### config.mk
export PLATFORM = sky130hd
export DESIGN_NAME = vx_commit_wb_arbiter
export DESIGN_NICKNAME = d
export VERILOG_FILES = /design/src/rtl/vx_wb_arb_pkg.sv /design/src/rtl/vx_rr_arbiter.sv /design/src/rtl/vx_commit_wb_arbiter.sv
export SDC_FILE = /design/constraint.sdc
export NUM_CORES = 1
export LEC_CHECK = 0
export ABC_AREA = 1
export BUFFER_PORTS_ARGS = -buffer_cell sky130_fd_sc_hd__buf_2
export CAP_MARGIN = 40
export CORE_AREA = 3 3 401 403
export DETAILED_ROUTE_END_ITERATION = 7
export DIE_AREA = 0 0 404 406
export PLACE_DENSITY_LB_ADDON = 0.12
export SLEW_MARGIN = 25
export SYNTH_ARGS = -nofsm -noshare
export SYNTH_HDL_FRONTEND = slang
export SYNTH_SLANG_ARGS = --single-unit
### constraint.sdc
create_clock -name clk_i -period 2.1 [get_ports clk_i]
set_input_delay 0 -clock clk_i [delete_from_list [all_inputs] [get_ports clk_i]]
set_output_delay 0 -clock clk_i [all_outputs]
set_load 0.005 [all_outputs]
### src/rtl/vx_wb_arb_pkg.sv
// Shared types and constants for the commit/writeback arbiter.
// Optional feature macro: VX_WB_ARB_PERF_EN (per-unit stall counters on the top).
package vx_wb_arb_pkg;

    // Requester index order on the commit bus
    localparam int WB_REQ_ALU = 0;
    localparam int WB_REQ_LD  = 1;
    localparam int WB_REQ_CSR = 2;
    localparam int WB_REQ_FPU = 3;
    localparam int WB_REQ_GPU = 4;

    // Default core geometry; commit_t is laid out for these sizes
    localparam int WB_NUM_REQS    = 5;
    localparam int WB_NUM_THREADS = 4;
    localparam int WB_NUM_WARPS   = 4;
    localparam int WB_NR_BITS     = 5;
    localparam int WB_DATA_WIDTH  = 32;

    // Index width that never collapses to zero bits
    function automatic int clog2_min1(input int n);
        return (n > 1) ? $clog2(n) : 1;
    endfunction

    localparam int WB_WIDW = clog2_min1(WB_NUM_WARPS);

    typedef struct packed {
        logic [WB_WIDW-1:0]                                wid;
        logic [31:0]                                       pc;
        logic [WB_NUM_THREADS-1:0]                         tmask;
        logic                                              wb;
        logic [WB_NR_BITS-1:0]                             rd;
        logic [WB_NUM_THREADS-1:0][WB_DATA_WIDTH-1:0]      data;
    } commit_t;

endpackage

### src/rtl/vx_rr_arbiter.sv
// Round-robin arbiter: one-hot and binary grant, search starts one past the
// last accepted grant and wraps. The pointer only moves when accept_i is high,
// so a refused grant is offered again with the same priority next cycle.
module vx_rr_arbiter
    import vx_wb_arb_pkg::*;
#(
    parameter  int NUM_REQS = 5,
    localparam int IDXW     = clog2_min1(NUM_REQS)
) (
    input  logic                clk_i,
    input  logic                reset_i,
    input  logic [NUM_REQS-1:0] req_i,
    input  logic                accept_i,
    output logic [NUM_REQS-1:0] grant_oh_o,
    output logic [IDXW-1:0]     grant_idx_o,
    output logic                grant_valid_o
);

    logic [IDXW-1:0] last_q, last_d;

    // Two passes: indices above the pointer first, then wrap to the low ones
    always_comb begin
        grant_oh_o    = '0;
        grant_idx_o   = '0;
        grant_valid_o = 1'b0;
        for (int j = 0; j < NUM_REQS; j++) begin
            if (!grant_valid_o && req_i[j] && (j > int'(last_q))) begin
                grant_valid_o  = 1'b1;
                grant_oh_o[j]  = 1'b1;
                grant_idx_o    = IDXW'(j);
            end
        end
        for (int j = 0; j < NUM_REQS; j++) begin
            if (!grant_valid_o && req_i[j] && (j <= int'(last_q))) begin
                grant_valid_o  = 1'b1;
                grant_oh_o[j]  = 1'b1;
                grant_idx_o    = IDXW'(j);
            end
        end
    end

    // Pointer advances only on an accepted grant
    always_comb begin
        last_d = last_q;
        if (accept_i && grant_valid_o) last_d = grant_idx_o;
    end

    // Pointer register; reset makes requester 0 highest priority
    always_ff @(posedge clk_i) begin
        if (reset_i) last_q <= IDXW'(NUM_REQS - 1);
        else         last_q <= last_d;
    end

endmodule

### src/rtl/vx_commit_wb_arbiter.sv
// Commit -> register-file writeback arbiter. Merges the execute units' commit
// streams into one registered writeback port with valid/ready backpressure.
// Commits that do not write the register file are acknowledged immediately.
// Optional feature macro: VX_WB_ARB_PERF_EN adds perf_stalls_o counters.
module vx_commit_wb_arbiter
    import vx_wb_arb_pkg::*;
#(
    parameter  int NUM_REQS    = 5,
    parameter  int NUM_THREADS = 4,
    parameter  int NUM_WARPS   = 4,
    parameter  int NR_BITS     = 5,
    parameter  int DATA_WIDTH  = 32,
    localparam int WIDW        = clog2_min1(NUM_WARPS),
    localparam int IDXW        = clog2_min1(NUM_REQS)
) (
    input  logic                                               clk_i,
    input  logic                                               reset_i,
    input  logic [NUM_REQS-1:0]                                req_valid_i,
    output logic [NUM_REQS-1:0]                                req_ready_o,
    input  logic [NUM_REQS-1:0][WIDW-1:0]                      req_wid_i,
    input  logic [NUM_REQS-1:0][31:0]                          req_pc_i,
    input  logic [NUM_REQS-1:0][NUM_THREADS-1:0]               req_tmask_i,
    input  logic [NUM_REQS-1:0]                                req_wb_i,
    input  logic [NUM_REQS-1:0][NR_BITS-1:0]                   req_rd_i,
    input  logic [NUM_REQS-1:0][NUM_THREADS-1:0][DATA_WIDTH-1:0] req_data_i,
    output logic                                               wb_valid_o,
    input  logic                                               wb_ready_i,
    output logic [WIDW-1:0]                                    wb_wid_o,
    output logic [31:0]                                        wb_pc_o,
    output logic [NUM_THREADS-1:0]                             wb_tmask_o,
    output logic [NR_BITS-1:0]                                 wb_rd_o,
    output logic [NUM_THREADS-1:0][DATA_WIDTH-1:0]             wb_data_o
`ifdef VX_WB_ARB_PERF_EN
    ,
    output logic [NUM_REQS-1:0][31:0]                          perf_stalls_o
`endif
);

    logic                    stall;
    logic [NUM_REQS-1:0]     arb_req;
    logic [NUM_REQS-1:0]     gnt_oh;
    logic [IDXW-1:0]         gnt_idx;
    logic                    gnt_valid;

    logic                                   wb_valid_q, wb_valid_d;
    logic [WIDW-1:0]                        wb_wid_q,   wb_wid_d;
    logic [31:0]                            wb_pc_q,    wb_pc_d;
    logic [NUM_THREADS-1:0]                 wb_tmask_q, wb_tmask_d;
    logic [NR_BITS-1:0]                     wb_rd_q,    wb_rd_d;
    logic [NUM_THREADS-1:0][DATA_WIDTH-1:0] wb_data_q,  wb_data_d;

    // Held entry not taken downstream blocks the whole output register
    assign stall   = wb_valid_q & ~wb_ready_i;
    // Only register-writing commits compete for the port
    assign arb_req = req_valid_i & req_wb_i;

    vx_rr_arbiter #(
        .NUM_REQS (NUM_REQS)
    ) u_rr (
        .clk_i         (clk_i),
        .reset_i       (reset_i),
        .req_i         (arb_req),
        .accept_i      (~stall),
        .grant_oh_o    (gnt_oh),
        .grant_idx_o   (gnt_idx),
        .grant_valid_o (gnt_valid)
    );

    // wb=0 commits are acked on the spot; wb=1 only when granted and not stalled
    always_comb begin
        req_ready_o = (req_valid_i & ~req_wb_i) | (gnt_oh & {NUM_REQS{~stall}});
    end

    // Output register next state: load granted payload, bubble if nothing to send
    always_comb begin
        wb_valid_d = wb_valid_q;
        wb_wid_d   = wb_wid_q;
        wb_pc_d    = wb_pc_q;
        wb_tmask_d = wb_tmask_q;
        wb_rd_d    = wb_rd_q;
        wb_data_d  = wb_data_q;
        if (!stall) begin
            wb_valid_d = gnt_valid;
            if (gnt_valid) begin
                wb_wid_d   = req_wid_i[gnt_idx];
                wb_pc_d    = req_pc_i[gnt_idx];
                wb_tmask_d = req_tmask_i[gnt_idx];
                wb_rd_d    = req_rd_i[gnt_idx];
                wb_data_d  = req_data_i[gnt_idx];
            end
        end
    end

    // Output register; reset discards any held entry
    always_ff @(posedge clk_i) begin
        if (reset_i) begin
            wb_valid_q <= 1'b0;
            wb_wid_q   <= '0;
            wb_pc_q    <= '0;
            wb_tmask_q <= '0;
            wb_rd_q    <= '0;
            wb_data_q  <= '0;
        end else begin
            wb_valid_q <= wb_valid_d;
            wb_wid_q   <= wb_wid_d;
            wb_pc_q    <= wb_pc_d;
            wb_tmask_q <= wb_tmask_d;
            wb_rd_q    <= wb_rd_d;
            wb_data_q  <= wb_data_d;
        end
    end

    assign wb_valid_o = wb_valid_q;
    assign wb_wid_o   = wb_wid_q;
    assign wb_pc_o    = wb_pc_q;
    assign wb_tmask_o = wb_tmask_q;
    assign wb_rd_o    = wb_rd_q;
    assign wb_data_o  = wb_data_q;

`ifdef VX_WB_ARB_PERF_EN
    logic [NUM_REQS-1:0][31:0] perf_q, perf_d;
    logic [NUM_REQS-1:0]       blocked;

    assign blocked = arb_req & ~req_ready_o;

    // Saturating per-unit count of cycles a writeback commit waited
    always_comb begin
        perf_d = perf_q;
        for (int i = 0; i < NUM_REQS; i++) begin
            if (blocked[i] && (perf_q[i] != 32'hFFFF_FFFF)) perf_d[i] = perf_q[i] + 32'd1;
        end
    end

    // Counter registers
    always_ff @(posedge clk_i) begin
        if (reset_i) perf_q <= '0;
        else         perf_q <= perf_d;
    end

    assign perf_stalls_o = perf_q;
`endif

`ifndef SYNTHESIS
    // A pending writeback commit must hold its request and payload until taken
    for (genvar i = 0; i < NUM_REQS; i++) begin : g_hold_chk
        a_hold: assert property (@(posedge clk_i) disable iff (reset_i)
            (req_valid_i[i] && req_wb_i[i] && !req_ready_o[i]) |=>
            (req_valid_i[i] && req_wb_i[i] && $stable(req_wid_i[i]) && $stable(req_pc_i[i]) &&
             $stable(req_tmask_i[i]) && $stable(req_rd_i[i]) && $stable(req_data_i[i])));
    end
`endif

endmodule

Yosys cells after proc, flatten, opt, wreduce, memory -nomap -nowiden --
Index checks and enable logic that the tools add are counted.
Cells by class: $lt $le $gt $ge 9, multiplexer cells 36, bitwise operators 8, reduce and logical (&&, ||, !) cells 26
Operators with widths (number):
- 128-bit binary-select mux with 3-bit select | 1
- 128-bit two-way mux | 1
- 32-bit binary-select mux with 3-bit select | 1
- 32-bit two-way mux | 1
- 3-bit two-way mux | 8
- 1-bit two-way mux | 18
- 1-bit logical AND | 17
- 5-bit AND | 3
- 5-bit binary-select mux with 3-bit select | 1
- 4-bit binary-select mux with 3-bit select | 1
- 1-bit logical NOT | 8
- 2-bit binary-select mux with 3-bit select | 1
- 2-bit by 3-bit > comparator with 1-bit output, first input constant | 2
- 2-bit by 3-bit less-or-equal comparator with 1-bit output, first input constant | 2
- 5-bit two-way mux | 1
- 5-bit inverter | 1
- 5-bit bitwise OR | 1
- 3-bit by 4-bit < comparator with 1-bit output, second input constant | 1
- 4-bit two-way mux | 1
- 1-bit by 3-bit > comparator with 1-bit output, first input constant | 1
- 3-bit > comparator, first input constant | 1
- 1-bit by 3-bit less-or-equal comparator with 1-bit output, first input constant | 1
- 3-bit less-or-equal comparator, first input constant | 1
- 2-bit two-way mux | 1
- 3 further kinds | 4
Word-level totals: register bits 175, input bits 868

Longest topological paths before layout --
word-level depth 36, mapped depth 16, mapped depth without buffers 13

By module --
Synthesis repeated with hierarchy kept, for this count alone.
Second synthesis, totals: cells, all modules 2879, area, all modules 14954.3 µm²
By module, submodules not included:
- vx_commit_wb_arbiter | times used 1, cells each 2822, area an instance 14634.0 µm²
- vx_rr_arbiter | times used 1, cells each 57, area an instance 320.3 µm²

Worst setup path after synthesis --
Ideal clock, no wire load.
path kind flip-flop to flip-flop, start register u_rr.last_q[2], end register wb_pc_q[0], in the netlist wb_pc_o[0], setup time 0.119 ns, arrival 1.854 ns, data required time 1.981 ns, slack 0.126 ns, cell stages (with the launch flop) 16, buffers on the path 3, period minus slack after synthesis 1.974 ns, cells stage by stage dfxtp_1 > nor2_4 > nand2_2 > nand3_2 > nand4_2 > nor2_4 > nand4_2 > buf_6 > nand2_4 > buf_4 > buf_2 > nand2_1 > nand3_1 > nand2_1 > nand2_1 > a21oi_1
Between the ends: cells in the longest elaborated chain, start to end 36, elaborated cells on any way between the ends 53, classes of those cells 8 x order compare; 20 x mux; 25 x reduce/logical
RTL lines:
- start: declaration | RTL line vx_rr_arbiter.sv:19 | logic [IDXW-1:0] last_q, last_d;
- start signal: assignment | RTL line vx_rr_arbiter.sv:50 | if (reset_i) last_q <= IDXW'(NUM_REQS - 1);
- start signal: assignment | RTL line vx_rr_arbiter.sv:51 | else last_q <= last_d;
- 1-bit by 3-bit > comparator with 1-bit output | RTL line vx_rr_arbiter.sv:27 | if (!grant_valid_o && req_i[j] && (j > int'(last_q))) begin
- 1-bit logical AND | RTL line vx_rr_arbiter.sv:27
- 1-bit two-way mux | RTL line vx_rr_arbiter.sv:27
- 1-bit logical NOT | RTL line vx_rr_arbiter.sv:27
- 1-bit logical AND (2 in a row) | RTL line vx_rr_arbiter.sv:27
- 1-bit two-way mux | RTL line vx_rr_arbiter.sv:27
- 1-bit logical NOT | RTL line vx_rr_arbiter.sv:27
- 1-bit logical AND (2 in a row) | RTL line vx_rr_arbiter.sv:27
- [... 16 more ...]
- 1-bit logical NOT | RTL line vx_rr_arbiter.sv:34 | if (!grant_valid_o && req_i[j] && (j <= int'(last_q))) begin
- 1-bit logical AND (2 in a row) | RTL line vx_rr_arbiter.sv:34
- 1-bit two-way mux | RTL line vx_rr_arbiter.sv:34
- 1-bit logical NOT | RTL line vx_rr_arbiter.sv:34
- 1-bit logical AND (2 in a row) | RTL line vx_rr_arbiter.sv:34
- 3-bit two-way mux | RTL line vx_rr_arbiter.sv:34
- 32-bit binary-select mux with 3-bit select | RTL line vx_commit_wb_arbiter.sv:86 | wb_pc_d = req_pc_i[gnt_idx];
- 32-bit two-way mux (not written as such) | RTL line vx_commit_wb_arbiter.sv:86
- end signal: assignment | RTL line vx_commit_wb_arbiter.sv:106 | wb_pc_q <= wb_pc_d;
- end: declaration | RTL line vx_commit_wb_arbiter.sv:47 | logic [31:0] wb_pc_q, wb_pc_d;
Parallel ways exist; a longest one is shown, timed or not. The select of a mux whose other input is x is not followed. A chain may end at the register's enable or synchronous reset.

Worst setup path in the final report --
start register u_rr.last_q[2], end register wb_tmask_q[2], in the netlist wb_tmask_o[2]
Between the ends: cells in the longest elaborated chain, start to end 36, elaborated cells on any way between the ends 53, classes of those cells 8 x order compare; 20 x mux; 25 x reduce/logical
RTL lines:
- 1-bit by 3-bit > comparator with 1-bit output | RTL line vx_rr_arbiter.sv:27
- 1-bit logical AND | RTL line vx_rr_arbiter.sv:27
- 1-bit two-way mux | RTL line vx_rr_arbiter.sv:27
- 1-bit logical NOT | RTL line vx_rr_arbiter.sv:27
- 1-bit logical AND (2 in a row) | RTL line vx_rr_arbiter.sv:27
- 1-bit two-way mux | RTL line vx_rr_arbiter.sv:27
- 1-bit logical NOT | RTL line vx_rr_arbiter.sv:27
- 1-bit logical AND (2 in a row) | RTL line vx_rr_arbiter.sv:27
- [... 16 more ...]
- 1-bit logical NOT | RTL line vx_rr_arbiter.sv:34
- 1-bit logical AND (2 in a row) | RTL line vx_rr_arbiter.sv:34
- 1-bit two-way mux | RTL line vx_rr_arbiter.sv:34
- 1-bit logical NOT | RTL line vx_rr_arbiter.sv:34
- 1-bit logical AND (2 in a row) | RTL line vx_rr_arbiter.sv:34
- 3-bit two-way mux | RTL line vx_rr_arbiter.sv:34
- 4-bit binary-select mux with 3-bit select | RTL line vx_commit_wb_arbiter.sv:87 | wb_tmask_d = req_tmask_i[gnt_idx];
- 4-bit two-way mux (not written as such) | RTL line vx_commit_wb_arbiter.sv:87
- end signal: assignment | RTL line vx_commit_wb_arbiter.sv:107 | wb_tmask_q <= wb_tmask_d;
- end: declaration | RTL line vx_commit_wb_arbiter.sv:48 | logic [NUM_THREADS-1:0] wb_tmask_q, wb_tmask_d;
Parallel ways exist; a longest one is shown, timed or not. The select of a mux whose other input is x is not followed.

==> results.md <==
* Boundary Pins at ~1,000
* Worst Skew at roughly 0.021 ns
* Vias in the first global route at approximately 29,000
* Failing checks: negative setup slack
* Post-synth EDFFs at 0
* Post-DP Area at between 20,000 and 30,000 um^2
* Mean Syn Cell Area at between 5 and 6 um^2
* Via density at between 3 and 4
* Drt drc at 0
* Cell variety after synth at 27
* Placement Rows at around 150
* Slew headroom at around three fifths
* Initial Util at roughly a tenth
* Root buffer cell: clkbuf_16
* Syn_nets at between 3,000 and 4,000
* Area growth syn-to-layout at 134%
* TNS Setup at -40.92 ns
* CP max FO at 6
* Fin. max-slew vios at 0
* Initial antenna violation count at 23
* GP Congestion at a little under 0.9
* Final WS setup at -0.324 ns
* Nets at 5,869
* Die Y-Extent at 406 um
* CTS buffer count at 17
* CP Class: flop to flop
* Crit share post-route at 115%
* Hold slack at roughly 0.031 ns
* Max incr delay on CP at between 0.3 and 0.4 ns
* GRT Total Usage at between 10% and 20%
* Synth Flop Type: dfxtp_1
* Ys Warns at 0
* Fin area at about 38,000 um^2
* Final HPWL DP at 109 mm
* Most frequent cells in the layout: 1,043 x buf_2, 781 x dlygate4sd3_1, 696 x inv_1, 579 x nand2_1, 540 x nand3_1
* I/O Buffers at 1,044
* Share of cells above drive strength 1 at a little over a third
* Fmax at between 0.4 and 0.5 GHz
* Layout Utilization at between 20% and 30%
* Die area at ~160,000 um^2
* Total wire length at 150 mm
* Status: finished, violations left
* Slowest cell on crit path: dfxtp_4
* Clk_lat worst skew at 0.53 ns
* Fin. Hold Viols at 0
* Max_cap viols at 0
* CTS H-tree lvls at 4
* Global route total overflow at 0
* Cell Area, Synth at 16,200 um^2
* Setup crit end kind: flop
* First-pass GRT wire length at 199 mm
* Wire per inst at around 21 um
* Cells after Synth at 3,050
* Clock Sinks at roughly 180
* Slew @ Worst Pin at around 0.6 ns
* VDD IR-drop max at 0.000686 V
* Width of the die at 404 um
* DP Worst Slack at -0.439 ns
* Yosys reg bits at about 180
* Asr flop ratio synth at 0%
* Post-route minimum period at 2.42 ns
* Core area at around 160,000 um^2
* Power density cells at ~550 nW/um^2
* Sequential cell area fraction in the yosys report at a little over a fifth
* Commonest non-fill, non-tap cell in the layout: buf_2
* Worst EP required at about 2.6 ns
* Crit path top cell by count: buf_16
* CTS Buffer Depth at 2
* Pre-antenna DRT Iters at 5
* Largest net degree at the start of global routing at between 40 and 50
* Critical path arrival at between 2 and 3 ns
* Fillers at ~18,000
* Antenna viol nets, final at 0
* Worst hold path class: primary input to flop
* Final setup fails at 177
* Crit path cell chain: nor2_4 -> buf_6 -> nand3_4 -> buf_6 -> inv_4 -> nor2_2 -> a31oi_2 -> nand2_1 -> nor2_4 -> buf_8 -> buf_16 -> buf_16 -> buf_16 -> nand3_2 -> nand2_2 -> nand2_2 -> a21oi_2
* RSZ-0062 raised after global routing: yes
* Total number of vias at between 20,000 and 30,000
* Worst setup SP type: flop
* CTS tree: done
* Leak pwr at 20.3 nW
* 1st-iter DRT viols at between 1,500 and 2,000
* Clock transition at the registers of the reported paths at about 0.090 ns
cells in the mapped netlist (2+ instances only):
| master | instances | area, um^2 |
|---|---|---|
| a21oi_1 | 345 | 1730 |
| buf_1 | 18 | 67.6 |
| buf_2 | 91 | 455 |
| buf_4 | 24 | 180 |
| buf_6 | 5 | 56.3 |
| clkbuf_1 | 105 | 394 |
| dfxtp_1 | 175 | 3500 |
| inv_1 | 697 | 2620 |
| inv_2 | 5 | 18.8 |
| nand2_1 | 696 | 2610 |
| nand2_2 | 2 | 12.5 |
| nand3_1 | 686 | 3430 |
| nand3_2 | 2 | 20.0 |
| nand4_2 | 3 | 37.5 |
| nor2_1 | 3 | 11.3 |
| nor2_4 | 3 | 33.8 |
| o21ai_0 | 175 | 876 |
| o21ai_1 | 6 | 30.0 |
power breakdown:
part           switching (mW)  leakage (nW)  internal [mW]
logic                    6.90          18.6           5.94
clock network            1.92         0.292           1.70
registers               0.371          1.46           3.93
cells by family (layout without fill, tap and decap cells):
| family | after synthesis | after routing | share of synthesized area, % |
|---|---|---|---|
| other | 0 | 13 | 0 |
| buffers and inverters | 945 | 2909 | 23.4 |
| and+or+nand+nor | 1399 | 1399 | 38.3 |
| DFF | 175 | 175 | 21.7 |
| AOI/OAI and AO/OA | 531 | 531 | 16.6 |
per-layer routing:
| layer | global-route usage, % | wire (um) | vias to the layer above |
|---|---|---|---|
| met5 | 0 | 25 | - |
| met4 | 5.56 | 4880 | 4 |
| met3 | 2.62 | 5870 | 180 |
| met2 | 29.3 | 73500 | 819 |
| met1 | 20.9 | 66100 | 13516 |
| li1 | - | - | 13441 |
worst max-delay path: cells and delay by family (launching register included):
kind / cells / cell delay [ns]
flip-flops: 1 / 0.36
buffers and inverters: 7 / 0.93
AO/OA/AOI/OAI: 2 / 0.30
AND/OR/NAND/NOR: 8 / 0.74
flip-flops by register name (all words and copies together) (netlist names):
register	count
wb_valid_o	1
wb_rd_o	5
wb_data_o	128
wb_tmask_o	4
wb_pc_o	32
u_rr.last_q	3
wb_wid_o	2
layout make-up:
type / instances / area [um^2] / share of cell area (%)
repair buffers: 2175 / 18100 / 47.6
multi-input cells: 1930 / 10500 / 27.6
flip-flops and latches: 175 / 3510 / 9.26
inverters: 702 / 2660 / 7.02
well taps: 2072 / 2590 / 6.84
clock buffers: 17 / 425 / 1.12
clock inverters: 15 / 173 / 0.455
diodes: 13 / 32.5 / 0.0858
timing repair:
| action | in CTS | in global routing |
|---|---|---|
| buffers inserted | 31 | 25 |
| hold buffers | 781 | 0 |
| setup endpoints to repair | 178 | 180 |
| gates resized for setup | 193 | 366 |
| gates cloned | 21 | 32 |
| endpoints found under the hold margin | 173 | 0 |
| pin swaps | 20 | 108 |
final timing paths:
check | endpoint | slack, ns | start | cells after the start
max reg2reg | wb_tmask_o[2] | -0.32 | u_rr.last_q[2] | 17
min reg2reg | wb_data_o[101] | 0.52 | wb_data_o[101] | 2
max | wb_tmask_o[2] | -0.32 | u_rr.last_q[2] | 17
min | wb_data_o[17] | 0.03 | req_data_i[145] | 7
metrics by stage:
step | std cells | total power [mW]
6_report | 7099 | 20.8
5_1_grt | 7097 | 22.2
4_1_cts | 7032 | 19.7
3_5_place_dp | 6169 | 13.4
3_3_place_gp | 6169 | 13.5
2_1_floorplan | 3050 | 8.44
No activity file was read; power rests on OpenSTA's default activity.
